**src/rtl/mult_pipe_pkg.sv**
```systemverilog
// mult_pipe_pkg
// Shared constants and helpers for the pipelined multiplier.
//   RND_TRUNC / RND_HALF_UP : legal values of the RND parameter.
//   guard_width()           : width of the full product plus one guard bit,
//                             wide enough that rounding never wraps.
package mult_pipe_pkg;

    localparam int RND_TRUNC   = 0;
    localparam int RND_HALF_UP = 1;

    function automatic int guard_width(input int a_width, input int b_width);
        return a_width + b_width + 1;
    endfunction

endpackage

```
**src/rtl/mult_pipe_fmt.sv**
```systemverilog
// mult_pipe_fmt
// Combinational multiply, scale, round and saturate.
// Ports:
//   A       in  A_width  operand A
//   B       in  B_width  operand B
//   TC      in  1        1 = both operands two's complement, 0 = unsigned
//   PRODUCT out P_width  scaled, rounded, saturated (or wrapped) product
//   OVF     out 1        the value was clamped; never set when SAT=0
module mult_pipe_fmt
    import mult_pipe_pkg::*;
#(
    parameter int A_width = 8,
    parameter int B_width = 8,
    parameter int P_width = 15,
    parameter int SHIFT   = 1,
    parameter int RND     = RND_TRUNC,
    parameter int SAT     = 1
) (
    input  logic [A_width-1:0] A,
    input  logic [B_width-1:0] B,
    input  logic               TC,
    output logic [P_width-1:0] PRODUCT,
    output logic               OVF
);

    // One bit wider than the exact product: an unsigned product plus the
    // rounding constant still fits, and a signed product keeps a sign bit.
    localparam int GW = guard_width(A_width, B_width);

    localparam logic [GW-1:0] ONE     = GW'(1);
    localparam logic [GW-1:0] RND_ADD = (RND == RND_HALF_UP && SHIFT > 0)
                                        ? ONE << (SHIFT > 0 ? SHIFT - 1 : 0)
                                        : '0;
    localparam logic [GW-1:0] U_MAX   = (ONE << P_width) - ONE;
    localparam logic [GW-1:0] S_MAX   = (ONE << (P_width - 1)) - ONE;
    localparam logic [GW-1:0] S_MIN   = ~S_MAX;   // -2^(P_width-1)

    logic [GW-1:0] a_ext;
    logic [GW-1:0] b_ext;
    logic [GW-1:0] full;
    logic [GW-1:0] rounded;
    logic [GW-1:0] scaled;

    // NOTE: every variable gets a default at the top of the block, so no
    // path through the if/else tree can leave one unassigned and infer a latch.
    always_comb begin
        // Sign extension is gated by TC; in unsigned mode the top bits are 0.
        a_ext   = {{(GW - A_width){A[A_width-1] & TC}}, A};
        b_ext   = {{(GW - B_width){B[B_width-1] & TC}}, B};
        full    = a_ext * b_ext;
        rounded = full + RND_ADD;
        scaled  = rounded >> SHIFT;
        PRODUCT = scaled[P_width-1:0];
        OVF     = 1'b0;

        // Kept as a separate branch: mixing signed and unsigned operands in a
        // ?: would silently turn the arithmetic shift into a logical one.
        if (TC) begin
            scaled  = $signed(rounded) >>> SHIFT;
            PRODUCT = scaled[P_width-1:0];
        end

        if (SAT != 0) begin
            if (TC) begin
                if ($signed(scaled) > $signed(S_MAX)) begin
                    PRODUCT = S_MAX[P_width-1:0];
                    OVF     = 1'b1;
                end else if ($signed(scaled) < $signed(S_MIN)) begin
                    PRODUCT = S_MIN[P_width-1:0];
                    OVF     = 1'b1;
                end
            end else if (scaled > U_MAX) begin
                PRODUCT = U_MAX[P_width-1:0];
                OVF     = 1'b1;
            end
        end
    end

endmodule

```
**src/rtl/mult_pipe.sv**
```systemverilog
// mult_pipe
// Pipelined multiplier with valid/ready handshake and whole-pipeline stall.
// The formatter sits combinationally ahead of stage 0; the DELAY stages each
// carry {valid, product, ovf} and advance together.
// Ports:
//   CLK       in  1        clock, rising edge
//   RST_N     in  1        asynchronous active-low reset
//   IN_VALID  in  1        A, B, TC valid this cycle
//   IN_READY  out 1        input accepted this cycle (combinational from OUT_READY)
//   A         in  A_width  operand A
//   B         in  B_width  operand B
//   TC        in  1        1 = two's complement operands, 0 = unsigned
//   OUT_VALID out 1        PRODUCT/OVF valid
//   OUT_READY in  1        consumer takes the output this cycle
//   PRODUCT   out P_width  result
//   OVF       out 1        saturation occurred for this result
module mult_pipe
    import mult_pipe_pkg::*;
#(
    parameter int DELAY   = 2,
    parameter int A_width = 8,
    parameter int B_width = 8,
    parameter int P_width = 15,
    parameter int SHIFT   = A_width + B_width - P_width,
    parameter int RND     = RND_TRUNC,
    parameter int SAT     = 1
) (
    input  logic               CLK,
    input  logic               RST_N,
    input  logic               IN_VALID,
    output logic               IN_READY,
    input  logic [A_width-1:0] A,
    input  logic [B_width-1:0] B,
    input  logic               TC,
    output logic               OUT_VALID,
    input  logic               OUT_READY,
    output logic [P_width-1:0] PRODUCT,
    output logic               OVF
);

    if (DELAY < 1) begin : g_bad_delay
        $error("mult_pipe: DELAY must be at least 1");
    end
    if (P_width < 1 || P_width > A_width + B_width) begin : g_bad_pwidth
        $error("mult_pipe: P_width must be in 1..A_width+B_width");
    end
    if (SHIFT < 0 || SHIFT > A_width + B_width - 1) begin : g_bad_shift
        $error("mult_pipe: SHIFT must be in 0..A_width+B_width-1");
    end
    if (RND != RND_TRUNC && RND != RND_HALF_UP) begin : g_bad_rnd
        $error("mult_pipe: RND must be 0 or 1");
    end

    typedef struct packed {
        logic               valid;
        logic [P_width-1:0] product;
        logic               ovf;
    } stage_t;

    logic [P_width-1:0] fmt_product;
    logic               fmt_ovf;
    logic               en;
    stage_t             stage_in;
    stage_t             stage_q [DELAY];

    mult_pipe_fmt #(
        .A_width (A_width),
        .B_width (B_width),
        .P_width (P_width),
        .SHIFT   (SHIFT),
        .RND     (RND),
        .SAT     (SAT)
    ) u_fmt (
        .A       (A),
        .B       (B),
        .TC      (TC),
        .PRODUCT (fmt_product),
        .OVF     (fmt_ovf)
    );

    // The pipeline moves whenever the output is taken or is a bubble, so
    // bubbles are squeezed out even while the consumer is not ready.
    // IN_READY is a combinational path from OUT_READY.
    assign en       = OUT_READY | ~OUT_VALID;
    assign IN_READY = en;

    always_comb begin
        stage_in.valid   = IN_VALID;
        stage_in.product = fmt_product;
        stage_in.ovf     = fmt_ovf;
    end

    // NOTE: the whole stage array is reset, not only the valid bits, because
    // PRODUCT and OVF must read 0 while in reset; the datapath is narrow.
    // NOTE: non-blocking assignments let every stage capture its predecessor's
    // pre-edge value, independent of statement order in the loop.
    always_ff @(posedge CLK or negedge RST_N) begin
        if (!RST_N) begin
            for (int i = 0; i < DELAY; i++) begin
                stage_q[i] <= '0;
            end
        end else if (en) begin
            stage_q[0] <= stage_in;
            for (int i = 1; i < DELAY; i++) begin
                stage_q[i] <= stage_q[i-1];
            end
        end
    end

    assign OUT_VALID = stage_q[DELAY-1].valid;
    assign PRODUCT   = stage_q[DELAY-1].product;
    assign OVF       = stage_q[DELAY-1].ovf;

endmodule

```
**config.mk**
```make
export PLATFORM = sky130hd
export DESIGN_NAME = mult_pipe
export DESIGN_NICKNAME = d
export VERILOG_FILES = /design/src/rtl/mult_pipe_pkg.sv /design/src/rtl/mult_pipe_fmt.sv /design/src/rtl/mult_pipe.sv
export SDC_FILE = /design/constraint.sdc
export NUM_CORES = 1
export LEC_CHECK = 0
export ABC_AREA = 1
export CELL_PAD_IN_SITES_DETAIL_PLACEMENT = 1
export CELL_PAD_IN_SITES_GLOBAL_PLACEMENT = 1
export CORE_MARGIN = 3
export CORE_UTILIZATION = 45
export CTS_CLUSTER_DIAMETER = 50
export DETAILED_ROUTE_END_ITERATION = 6
export GPL_ROUTABILITY_DRIVEN = 0
export GPL_TIMING_DRIVEN = 0
export PLACE_DENSITY = 0.94
export SLEW_MARGIN = 0
export SYNTH_ARGS = -nofsm -noshare
export SYNTH_HDL_FRONTEND = slang
export SYNTH_SLANG_ARGS = --single-unit
```
**constraint.sdc**
```tcl
create_clock -name CLK -period 1.9 [get_ports CLK]
set_input_delay 0.38 -clock CLK [delete_from_list [all_inputs] [get_ports CLK]]
set_output_delay 0.38 -clock CLK [all_outputs]
set_load 0.02 [all_outputs]
```
; ---- Yosys cells after proc, flatten, opt, wreduce, memory -nomap -nowiden
; Index checks and enable logic that the tools add are counted.
[totals]
wordCells = 23
out_inout_bits = 18
ff_bits = 34
input_bits = 21
[classes]
order_cmp = 3
n_mul = 1
bitwise = 4
mux = 9
[op_table]
columns = operator, n
row1 = $mux 15, 4
row2 = $gt 17x15->1 const B, 2
row3 = $lt 17x15->1 const B, 1
row4 = $mul 9x9->17, 1
row5 = $mux 17, 1
row6 = $mux 1, 4
row7 = $and 1x1->1, 2
row8 = $not 1->1, 1
row9 = $or 1x1->1, 1

; ---- Depth between registers and ports, before layout
; Gate-level depths: netlist of run 1.
[depth]
ltp_word = 7
mapped_depth = 28
ltp_nobuf = 27

; ---- Cells and area by module
; From an unflattened synthesis of run 1, not the netlist that was laid out.
[hier_totals]
hier_cells = 673
hier_area_um2 = 5162.5
[modules_own_cells]
columns = module, seq_area_each_um2, area_each_um2, n_inst, cells_each
row1 = mult_pipe_fmt, 0.0, 3646.0, 1, 511
row2 = mult_pipe, 850.8, 1516.5, 1, 162

; ---- Least setup slack after synthesis of run 1
; Ideal clock, no wire load.
[synth_path]
path_kind = in2reg
start = input port B[7]
end = register stage_q[31] (netlist bit)
stages = 25
path_slack_ns = -3.305
arrival_ns = 5.092
required_time_ns = 1.787
setup_time_ns = 0.113
path_cell_list = buf_4 > nand2_4 > buf_6 > or2_2 > fa_1 > fa_1 > inv_1 > fa_1 > fa_1 > inv_1 > fa_1 > inv_1 > ha_1 > inv_2 > nor3_2 > nand3_1 > nand4_1 > nand2_2 > nor2_1 > nand3_2 > buf_6 > nand2_1 > nand3_1 > nand2_1 > inv_1
[synth_via]
elab_chain_cells = 7
elab_cells_between_ends = 10
classes_between = 1 x mul / 3 x order compare / 5 x mux / 1 x bitwise
[synth_rtl]
columns = element, line_no
row1 = from (decl), mult_pipe.sv:33  ; input logic [B_width-1:0] B,
row2 = $and 1x1->1, mult_pipe_fmt.sv:49  ; b_ext = {{(GW - B_width){B[B_width-1] & TC}}, B};
row3 = $mul 9x9->17 *, mult_pipe_fmt.sv:50  ; full = a_ext * b_ext;
row4 = $mux 17, mult_pipe_fmt.sv:58  ; if (TC) begin
row5 = $lt 17x15->1, mult_pipe_fmt.sv:68  ; end else if ($signed(scaled) < $signed(S_MIN)) begin
row6 = $mux 15, mult_pipe_fmt.sv:68
row7 = $mux 15, mult_pipe_fmt.sv:65  ; if ($signed(scaled) > $signed(S_MAX)) begin
row8 = $mux 15 *, mult_pipe_fmt.sv:64  ; if (TC) begin
row9 = "to (signal, indexed assignment)", mult_pipe.sv:105  ; stage_q[i] <= stage_q[i-1];
row10 = to (decl), mult_pipe.sv:64  ; stage_t stage_q [DELAY];
; Mark *: on every way between the ends. The rest lies on a longest branch, timed or not.
; A chain may end at the register's enable or synchronous reset.

; ---- Final worst setup path of run 1
[layout_path]
start = input port A[5]
end = register stage_q[22] (netlist bit)
[layout_via]
elab_chain_cells = 6
elab_cells_between_ends = 9
classes_between = 1 x mul / 3 x order compare / 5 x mux
[layout_rtl]
columns = element, line_no
row1 = from (decl), mult_pipe.sv:32  ; input logic [A_width-1:0] A,
row2 = $mul 9x9->17 *, mult_pipe_fmt.sv:50
row3 = $mux 17, mult_pipe_fmt.sv:58
row4 = $lt 17x15->1, mult_pipe_fmt.sv:68
row5 = $mux 15, mult_pipe_fmt.sv:68
row6 = $mux 15, mult_pipe_fmt.sv:65
row7 = $mux 15 *, mult_pipe_fmt.sv:64
; Marked as above.

==> out/qor.yml, run 1 <==
setup_violations: 16
wire_per_inst_um: 25.5
cpPeakStageDelay_ps: 600
cts.clk_slew.worst_paths_ps: 90
num_antenna_cells: 0
die_width_um: 109
fill_cells: 1174
crit_fanout: 9
drc: 0
coreArea_um2: 10000
crit_arrival_ps: 5520
synth_area_per_cell_um2: 7.66
synth_commonest_cells: "nand2_1, inv_1, fa_1"
die_area_um2: 11800
synth-seq-cells: 34
gr-total-overflow: 0
worst_pin_slew_ps: 812
rr_worst_depth: 6
yosysMostFrequentCell: "nand2_1"
clock-sinks: 34
grt_pass1_vias: 5212
async_flop_share: 1.00
initial_core_util: 0.474
p_leak_nw: 3.35
synth_largest_area_cell: "fa_1"
drv_cap: 0
grt_max_degree: 35
vias: 4729
power_w: 0.0121
fin_crit_sh: 2.80
slew_headroom: 0.459
clk_latency_ps: 300
syn_nets: 744
io_pins: 39
drive_gt1_frac: 0.299
cp-end-kind: "flop"
final_nets: 806
firstDrtPassIters: 7
worstSetupPathType: "input port to flop"
synth_top_area_frac: 0.282
area_growth_pct: 28.1
finalWirelength_um: 20800
netlist_area_um2: 4760
final_util: 0.607
crit_chain: "clkbuf_2 -> nand2_1 -> fa_1 -> inv_1 -> fa_1 -> inv_1 -> fa_1 -> fa_1 -> inv_1 -> ha_1 -> ha_1 -> inv_2 -> nor3_4 -> nand3_2 -> nand4_1 -> nand2_2 -> nor2_4 -> nand3_4 -> buf_6 -> nand2_2 -> nand3_2 -> nand2_1 -> inv_1"
syn_inst: 621
yosys_warnings: 0
cts_hold_buffers: 0
synth_edf_count: 0
ys_seq_area_frac: 0.179
cts_tree: "done"
slew_viol_final: 0
crit_slowest_cell: "fa_1"
outcome: "complete, but fails checks"
cts_made_buffers: 5
violations: "negative setup slack"
antenna_found_initial: 0
required_ps: 2100
cts_buffer_depth: 2
viasPerCell: 5.80
crit_path_start_kind: "input port"
final.setup.worst_slack_ps: -3410
ctsRootBufferMaster: "clkbuf_8"
grt_pass1_wl_um: 28800
hold_class: "input port to asynchronous set/reset pin"
portBuffers: 23
drt_iter0_drc: 333
h-tree-depth: 2
ys.flop_type: "dfrtp_1"
vdd_drop_max_v: 0.00116
p_per_area_nw_per_um2: 1990
rsz0062_at_grt: "yes"
post-dp-hpwl_um: 11100
die_h_um: 109
hold_viol_final: 0
grt_usage: 0.329
fmax_mhz: 188
synth_area_leaders: "fa_1, dfrtp_1, nand2_1"
final_antenna_net_count: 0
fin_skew_ps: 20.3
synth.distinct_cells: 30
fp-row-count: 36
period_needed_ps: 5310
cells by family after synthesis:
kind of cell             Yosys count  share of synthesized area
XOR/XNOR                          10                     0.0184
adder cells (fa/ha/maj)          102                      0.374
buffers and inverters            197                      0.174
AO/OA/AOI/OAI                     26                     0.0295
AND/OR/NAND/NOR                  252                      0.225
flip-flops                        34                      0.179
per-stage QoR:
step | cell area (µm²) | hold WS, ps | setup slack [ps] | cells | setup TNS [ps]
floorplan | 4840 | 84.4 | -3020 | 621 | -47570
global placement | 5240 | 436 | -3810 | 777 | -71300
detailed placement | 5240 | 448 | -4200 | 777 | -70500
CTS | 5800 | 198 | -3070 | 808 | -48600
global route | 6090 | 213 | -3430 | 815 | -54010
finish | 6090 | 162 | -3410 | 815 | -53510
state kept, by name (all words and copies together), names as in the netlist:
| register | cells |
|---|---|
| OUT_VALID | 1 |
| OVF | 1 |
| stage_q | 17 |
| PRODUCT | 15 |
area by class of cell:
cell class | instances | area, µm² | area share
plain buffers | 38 | 294 | 0.0483
clock buffers | 6 | 82.6 | 0.0136
inverters | 159 | 616 | 0.101
multi-input cells | 391 | 3600 | 0.592
flip-flops and latches | 34 | 852 | 0.140
well taps | 133 | 166 | 0.0273
repair buffers | 53 | 470 | 0.0772
repair inverters | 1 | 7.51 | 0.00123
critical path, delay by kind of cell:
family	cells	cell delay, ps
buffers and inverters	7	770
and+or+nand+nor	10	1290
adders and majority gates	6	3050
placed cells by master, fill, tap and decap left out, types with 9 or more instances in the layout:
cell,instances
ha_1,24
nor2_1,24
clkdlybuf4s50_1,18
nand2_4,9
dfrtp_1,33
fa_1,63
nand3_2,10
inv_1,136
buf_4,42
nand2_1,139
ha_4,10
nand3_1,9
xor2_1,9
nand2_2,33
inv_2,18
worst paths after layout:
check / startpoint / to / slack (ps)
max: A[5] / stage_q[22] / -3410
min: RST_N / PRODUCT[4] / 160
max reg2reg: OUT_VALID / PRODUCT[8] / 320
min reg2reg: PRODUCT[1] / PRODUCT[1] / 480
max in group asynchronous: RST_N / PRODUCT[8] / 1180
min in group CLK: PRODUCT[1] / PRODUCT[1] / 480
where the power goes:
part           internal [W]  switching (W)  total (W)
combinational       0.00392        0.00636     0.0103
clock              0.000280       0.000283   0.000563
sequential          0.00106       0.000228    0.00129
repair_timing:
| item | 4_1_cts | 5_1_grt |
|---|---|---|
| gates cloned | 2 | 1 |
| gates resized for setup | 96 | 66 |
| endpoints found under the hold margin | 0 | 0 |
| setup buffers | 23 | 6 |
| setup endpoints to repair | 25 | 17 |
| pin swaps | 34 | 25 |
routing by layer:
layer	global-route usage	share of wire
met5	0	0
met2	0.599	0.50
met1	0.344	0.34
met4	0.217	0.090
met3	0.0592	0.070
(Power assumes the default switching activity.)
==> run 2: changes to the inputs <==
- clock period: 1.9 -> 5.98 ns (I/O delays scaled with it)
==> run 2 against run 1 <==
Against the previous run:
- the run still ends with negative setup slack left
- die area is the same
- hold slack gained 320 ps
- first-iteration DRC count decreased by 5.7%
- sequential share of layout area rose by 0.88 points
- critical path depth rose by 2
- routed wire length is 13% lower
- via count decreased by 3.8%
==> out/qor.yml, run 2 (synthesized netlist as in run 1, its figures left out) <==
outcome: "complete, but fails checks"
violations: "negative setup slack"
firstDrtPassIters: 5  # -2
layout.cells.non_filler: 801  # -1.7%
cts_tree: "done"
antenna_found_initial: 0  # unchanged
fin_skew_ps: 6.64  # -13.7 ps
cpPeakStageDelay_ps: 560  # -40 ps
top_register: "stage_q"
wire_per_inst_um: 22.4  # -12%
period_needed_ps: 6110
cts_made_buffers: 5  # unchanged
finalWirelength_um: 18000  # -13%
grt_pass1_wl_um: 24900  # -13%
final_nets: 790  # -2.0%
crit_path_start_kind: "input port"
vdd_drop_max_v: 0.000243  # -79%
p_per_area_nw_per_um2: 589  # -70%
fp-row-count: 36  # unchanged
required_ps: 6170  # +4070 ps
area_growth_pct: 20.3
ctsRootBufferMaster: "clkbuf_8"
final.setup.worst_slack_ps: -133  # +3280 ps
final_antenna_net_count: 0  # unchanged
io_pins: 39  # unchanged
placed_cells: 777  # unchanged
grt_max_degree: 35  # unchanged
drv_cap: 0  # unchanged
drc: 0  # unchanged
grt_pass1_vias: 4839  # -7.2%
vias: 4549  # -3.8%
p_leak_nw: 3.22  # -3.9%
cts.clk_slew.worst_paths_ps: 70  # -20 ps
initial_core_util: 0.474  # unchanged
setup_violations: 12  # -4
tns_ps: -570  # +52940 ps
power_w: 0.00337  # -72%
die_area_um2: 11800  # unchanged
largest_register_ffs: 17  # unchanged
viasPerCell: 5.68  # -2.1%
num_antenna_cells: 0  # unchanged
hold_class: "flop to flop"
worst_pin_slew_ps: 766  # -45.5 ps
clk_latency_ps: 300  # about the same
h-tree-depth: 2  # unchanged
crit_slowest_cell: "fa_1"
layout_commonest_cell: "nand2_1"
placedInstanceArea_um2: 5150  # -1.6%
fmax_mhz: 164
slew_headroom: 0.489  # +0.0303
worstSetupPathType: "input port to flop"
clock-sinks: 34  # unchanged
cp-end-kind: "flop"
hold_viol_final: 0  # unchanged
most-common-layout-cells: "nand2_1, inv_1, fa_1"
die_width_um: 109  # unchanged
slew_viol_final: 0  # unchanged
grt_usage: 0.277  # -0.0515
drive_gt1_frac: 0.207  # -0.0925
cts_hold_buffers: 0  # unchanged
crit_arrival_ps: 6300  # +780 ps
crit_fanout: 9  # unchanged
cts_buffer_depth: 2  # unchanged
die_h_um: 109  # unchanged
fin_crit_sh: 1.02
post-dp-hpwl_um: 10000  # -9.7%
gr-total-overflow: 0  # unchanged
coreArea_um2: 10000  # unchanged
drt_iter0_drc: 314  # -5.7%
dpl_worst_slack_ps: -1000  # +3200 ps
portBuffers: 23  # unchanged
fin_area_um2: 5720  # -6.1%
[run 2: where the power goes]
part / total (W) / internal, W / switching [W]
Sequential: 0.000403 / 0.000338 / 0.0000656
Combinational: 0.00278 / 0.00106 / 0.00172
Clock: 0.000184 / 0.0000926 / 0.0000915
[run 2: final cells by class]
cell class,instances,area (µm²)
fill,1241,4320
multi-input combinational,390,3390
sequential,34,851
inverter,159,606
timing repair buffer,39,352
buffer,37,256
tap,133,166
clock buffer,6,82.6
clock inverter,2,12.5
timing repair inverter,1,7.51
[run 2: through the flow]
step | hold slack, ps | utilization
2_1_floorplan | 420 | -
3_3_place_gp | 435 | 0.513
3_5_place_dp | 455 | 0.513
4_1_cts | 475 | 0.543
5_1_grt | 511 | 0.570
6_report | 482 | 0.570
[run 2: worst max-delay path, delay by kind of cell]
kind,cells,cell delay (ps)
adder cells (fa/ha/maj),6,2950
buffers and inverters,9,840
AND/OR/NAND/NOR,10,1290
[run 2: final timing paths]
| check | start | slack, ps | to | cells past startpoint |
|---|---|---|---|---|
| hold / removal | stage_q[23] | 480 | PRODUCT[5] | 2 |
| setup / recovery | A[4] | -130 | stage_q[20] | 25 |
| setup reg to reg | OUT_VALID | 3810 | PRODUCT[4] | 7 |
| hold reg to reg | stage_q[23] | 480 | PRODUCT[5] | 2 |
| min in group asynchronous | RST_N | 970 | PRODUCT[4] | 1 |
| max in group asynchronous | RST_N | 4520 | stage_q[26] | 1 |
[run 2: routing by layer]
| metal | part of all wire | global-route usage | up-vias |
|---|---|---|---|
| met5 | 0 | 0 | - |
| met4 | 0.072 | 0.107 | 0 |
| met3 | 0.074 | 0.0438 | 116 |
| met2 | 0.51 | 0.517 | 302 |
| met1 | 0.35 | 0.316 | 2271 |
| li1 | - | - | 1860 |
[run 2: what timing repair did]
item | CTS | global route
gates cloned | 1 | 1
buffers inserted | 8 | 7
resized for setup | 30 | 77
setup endpoints to repair | 16 | 16
pin swaps | 11 | 27
==> run 3: changes to the inputs <==
- CELL_PAD_IN_SITES_DETAIL_PLACEMENT: 1 -> not set
- CELL_PAD_IN_SITES_GLOBAL_PLACEMENT: 1 -> not set
- CORE_UTILIZATION: 45 -> 35
- HOLD_SLACK_MARGIN: not set -> 0.03
- PLACE_DENSITY: 0.94 -> 0.64
==> run 3 against run 2 <==
Against the previous run:
- the flow now finishes without violations
- combinational power decreased by 24%
- via count decreased by 19%
- non-clock buffer count decreased by 3
- routed wire length decreased by 47%
- cell area unchanged
- clock power increased by 81%
- count of clock-buffer cells in the layout decreased by 1
- cell count increased by 4.5%
- core utilization decreased by 13 points
- register-to-register slack improved by 320 ps
- critical endpoint is now stage_q[19]
==> out/qor.yml, run 3 (synthesized netlist as in run 1, its figures left out) <==
outcome: "complete, no violations"
setup_violations: 0  # -12
layout.cells.non_filler: 837  # +4.5%
rr_startpoint: "OUT_VALID"
regArea_um2: 851  # unchanged
p_per_area_nw_per_um2: 494  # -16%
crit_fanout: 10  # +1
hold_viol_final: 0  # unchanged
final.setup.worst_slack_ps: 230  # +363 ps
reg2reg_slack_ps: 4130  # +320 ps
ctsRootBufferMaster: "clkbuf_16"
portBuffers: 23  # unchanged
viasPerCell: 4.38  # -23%
placedInstanceArea_um2: 5200  # +0.95%
layout_commonest_cell: "nand2_1"
clock-sinks: 34  # unchanged
gr-total-overflow: 0  # unchanged
slew_headroom: 0.497  # +0.00748
grt_usage: 0.136  # -0.142
fp-row-count: 41  # +14%
p_sw_w: 0.00134  # -28%
fmax_mhz: 174  # +6.3%
io_pins: 39  # unchanged
final_antenna_net_count: 0  # unchanged
firstDrtPassIters: 4  # -1
largest_register_ffs: 17  # unchanged
drc: 0  # unchanged
grt_max_degree: 35  # unchanged
p_leak_nw: 3.22  # -0.12%
coreArea_um2: 13000  # +29%
cp-end-kind: "flop"
grt_pass1_vias: 3719  # -23%
fin_area_um2: 5720  # unchanged
vias: 3670  # -19%
required_ps: 6150  # -20 ps
cts_made_buffers: 5  # unchanged
die_h_um: 123  # +13%
period_needed_ps: 5750  # -363 ps
multiInputGateArea_um2: 3270  # -3.7%
most-common-layout-cells: "nand2_1, inv_1, fa_1"
dpl_worst_slack_ps: -847  # +155 ps
antenna_found_initial: 0  # unchanged
hp-start: "stage_q[33]"
timing.rr.end: "PRODUCT[10]"
drive_gt1_frac: 0.159  # -0.0472
post-dp-hpwl_um: 7540  # -25%
combPwrFrac: 0.746  # -0.080
top_register: "stage_q"
hold_class: "flop to flop"
p_seq_frac: 0.136  # +0.016
whs_endpoint: "OUT_VALID"
cts_tree: "done"
cts_hold_buffers: 0  # unchanged
grt_pass1_wl_um: 16700  # -33%
slew_viol_final: 0  # unchanged
crit_path_start_kind: "input port"
h-tree-depth: 2  # unchanged
internal_power_w: 0.00148  # -0.34%
num_antenna_cells: 0  # unchanged
rsz0062_at_grt: "no"
drv_cap: 0  # unchanged
cts_buffer_depth: 2  # unchanged
swShare: 0.475  # -0.0827
power_w: 0.00283  # -16%
finalWirelength_um: 9490  # -47%
drt_iter0_drc: 121  # -61%
vdd_drop_max_v: 0.000210  # -14%
cts.clk_slew.worst_paths_ps: 60  # about the same
wire_per_inst_um: 11.3  # -49%
worstSetupPathType: "input port to flop"
placed_cells: 816  # +5.0%
die_area_um2: 15000  # +27%
min_path_cells: 2  # unchanged
clk_latency_ps: 270  # -30 ps
rr_worst_depth: 7  # unchanged
fill_cells: 1317  # +6.1%
area_growth_pct: 20.3  # unchanged
fin_skew_ps: 3.12  # -3.51 ps
die_width_um: 123  # +13%
crit_arrival_ps: 5920  # -380 ps
worst_pin_slew_ps: 755  # -11.2 ps
tns_ps: 0  # +570 ps
final_nets: 787  # -0.38%
initial_core_util: 0.367  # -0.107
p_clk_frac: 0.118  # +0.063
fin_crit_sh: 0.962  # -0.0607
-- run 3: worst max-delay path: stages --
cell     delay (ps)
buf_12          120
nand2_4          60
buf_6           140
or2_4           230
fa_1            490
fa_1            550
inv_1            60
fa_1            500
fa_1            500
inv_1            60
fa_1            500
inv_1            60
ha_4            270
inv_2            70
nor3_4          200
nand3_2         100
nand4_1          90
nand2_2          80
nor2_4          130
nand3_4         100
buf_6           140
nand2_1          70
nand3_1          80
nand2_1          60
inv_1            40
-- run 3: area by class of cell --
class                      count  area share
buffer                        38      0.0442
clock buffer                   5      0.0219
clock inverter                 3      0.0120
inverter                     159       0.105
multi-input combinational    390       0.571
sequential                    34       0.149
tap                          172      0.0376
timing repair buffer          35      0.0584
timing repair inverter         1     0.00131
-- run 3: worst max path at each step --
| stage | startpoint | endpoint | slack, ps | cells past startpoint |
|---|---|---|---|---|
| 6_report | TC | stage_q[19] | 230 | 25 |
| 3_3_place_gp | B[0] | stage_q[20] | -810 | 24 |
| 5_1_grt | B[3] | stage_q[22] | 30 | 26 |
| 2_1_floorplan | B[7] | stage_q[31] | 30 | 25 |
| 3_5_place_dp | A[7] | stage_q[17] | -850 | 25 |
| 4_1_cts | B[0] | stage_q[20] | 0.9 | 25 |
-- run 3: through the flow --
step | util | hold WS (ps)
5_1_grt | 0.441 | 486
6_report | 0.441 | 454
3_5_place_dp | 0.401 | 441
4_1_cts | 0.425 | 456
3_3_place_gp | 0.401 | 435
2_1_floorplan | - | 420
-- run 3: power by group through the flow --
stage          clock network [W]  logic (W)  registers, W
3_5_place_dp                   0    0.00181      0.000391
6_report                0.000333    0.00211      0.000386
3_3_place_gp                   0    0.00180      0.000390
2_1_floorplan                  0    0.00141      0.000381
5_1_grt                 0.000347    0.00242      0.000400
4_1_cts                 0.000337    0.00192      0.000387
-- run 3: per-layer routing --
layer,vias to the layer above,track usage,part of all wire
met5,-,0,0
met4,0,0.0168,0.0028
met3,4,0.0138,0.026
met2,48,0.242,0.51
met1,1759,0.183,0.46
li1,1859,-,-
-- run 3: timing repair --
item | 4_1_cts | 5_1_grt
pin swaps | 8 | 15
buffers inserted | 5 | 6
resized for setup | 18 | 42
cloned | 1 | 1
endpoints found under the setup margin | 16 | 16
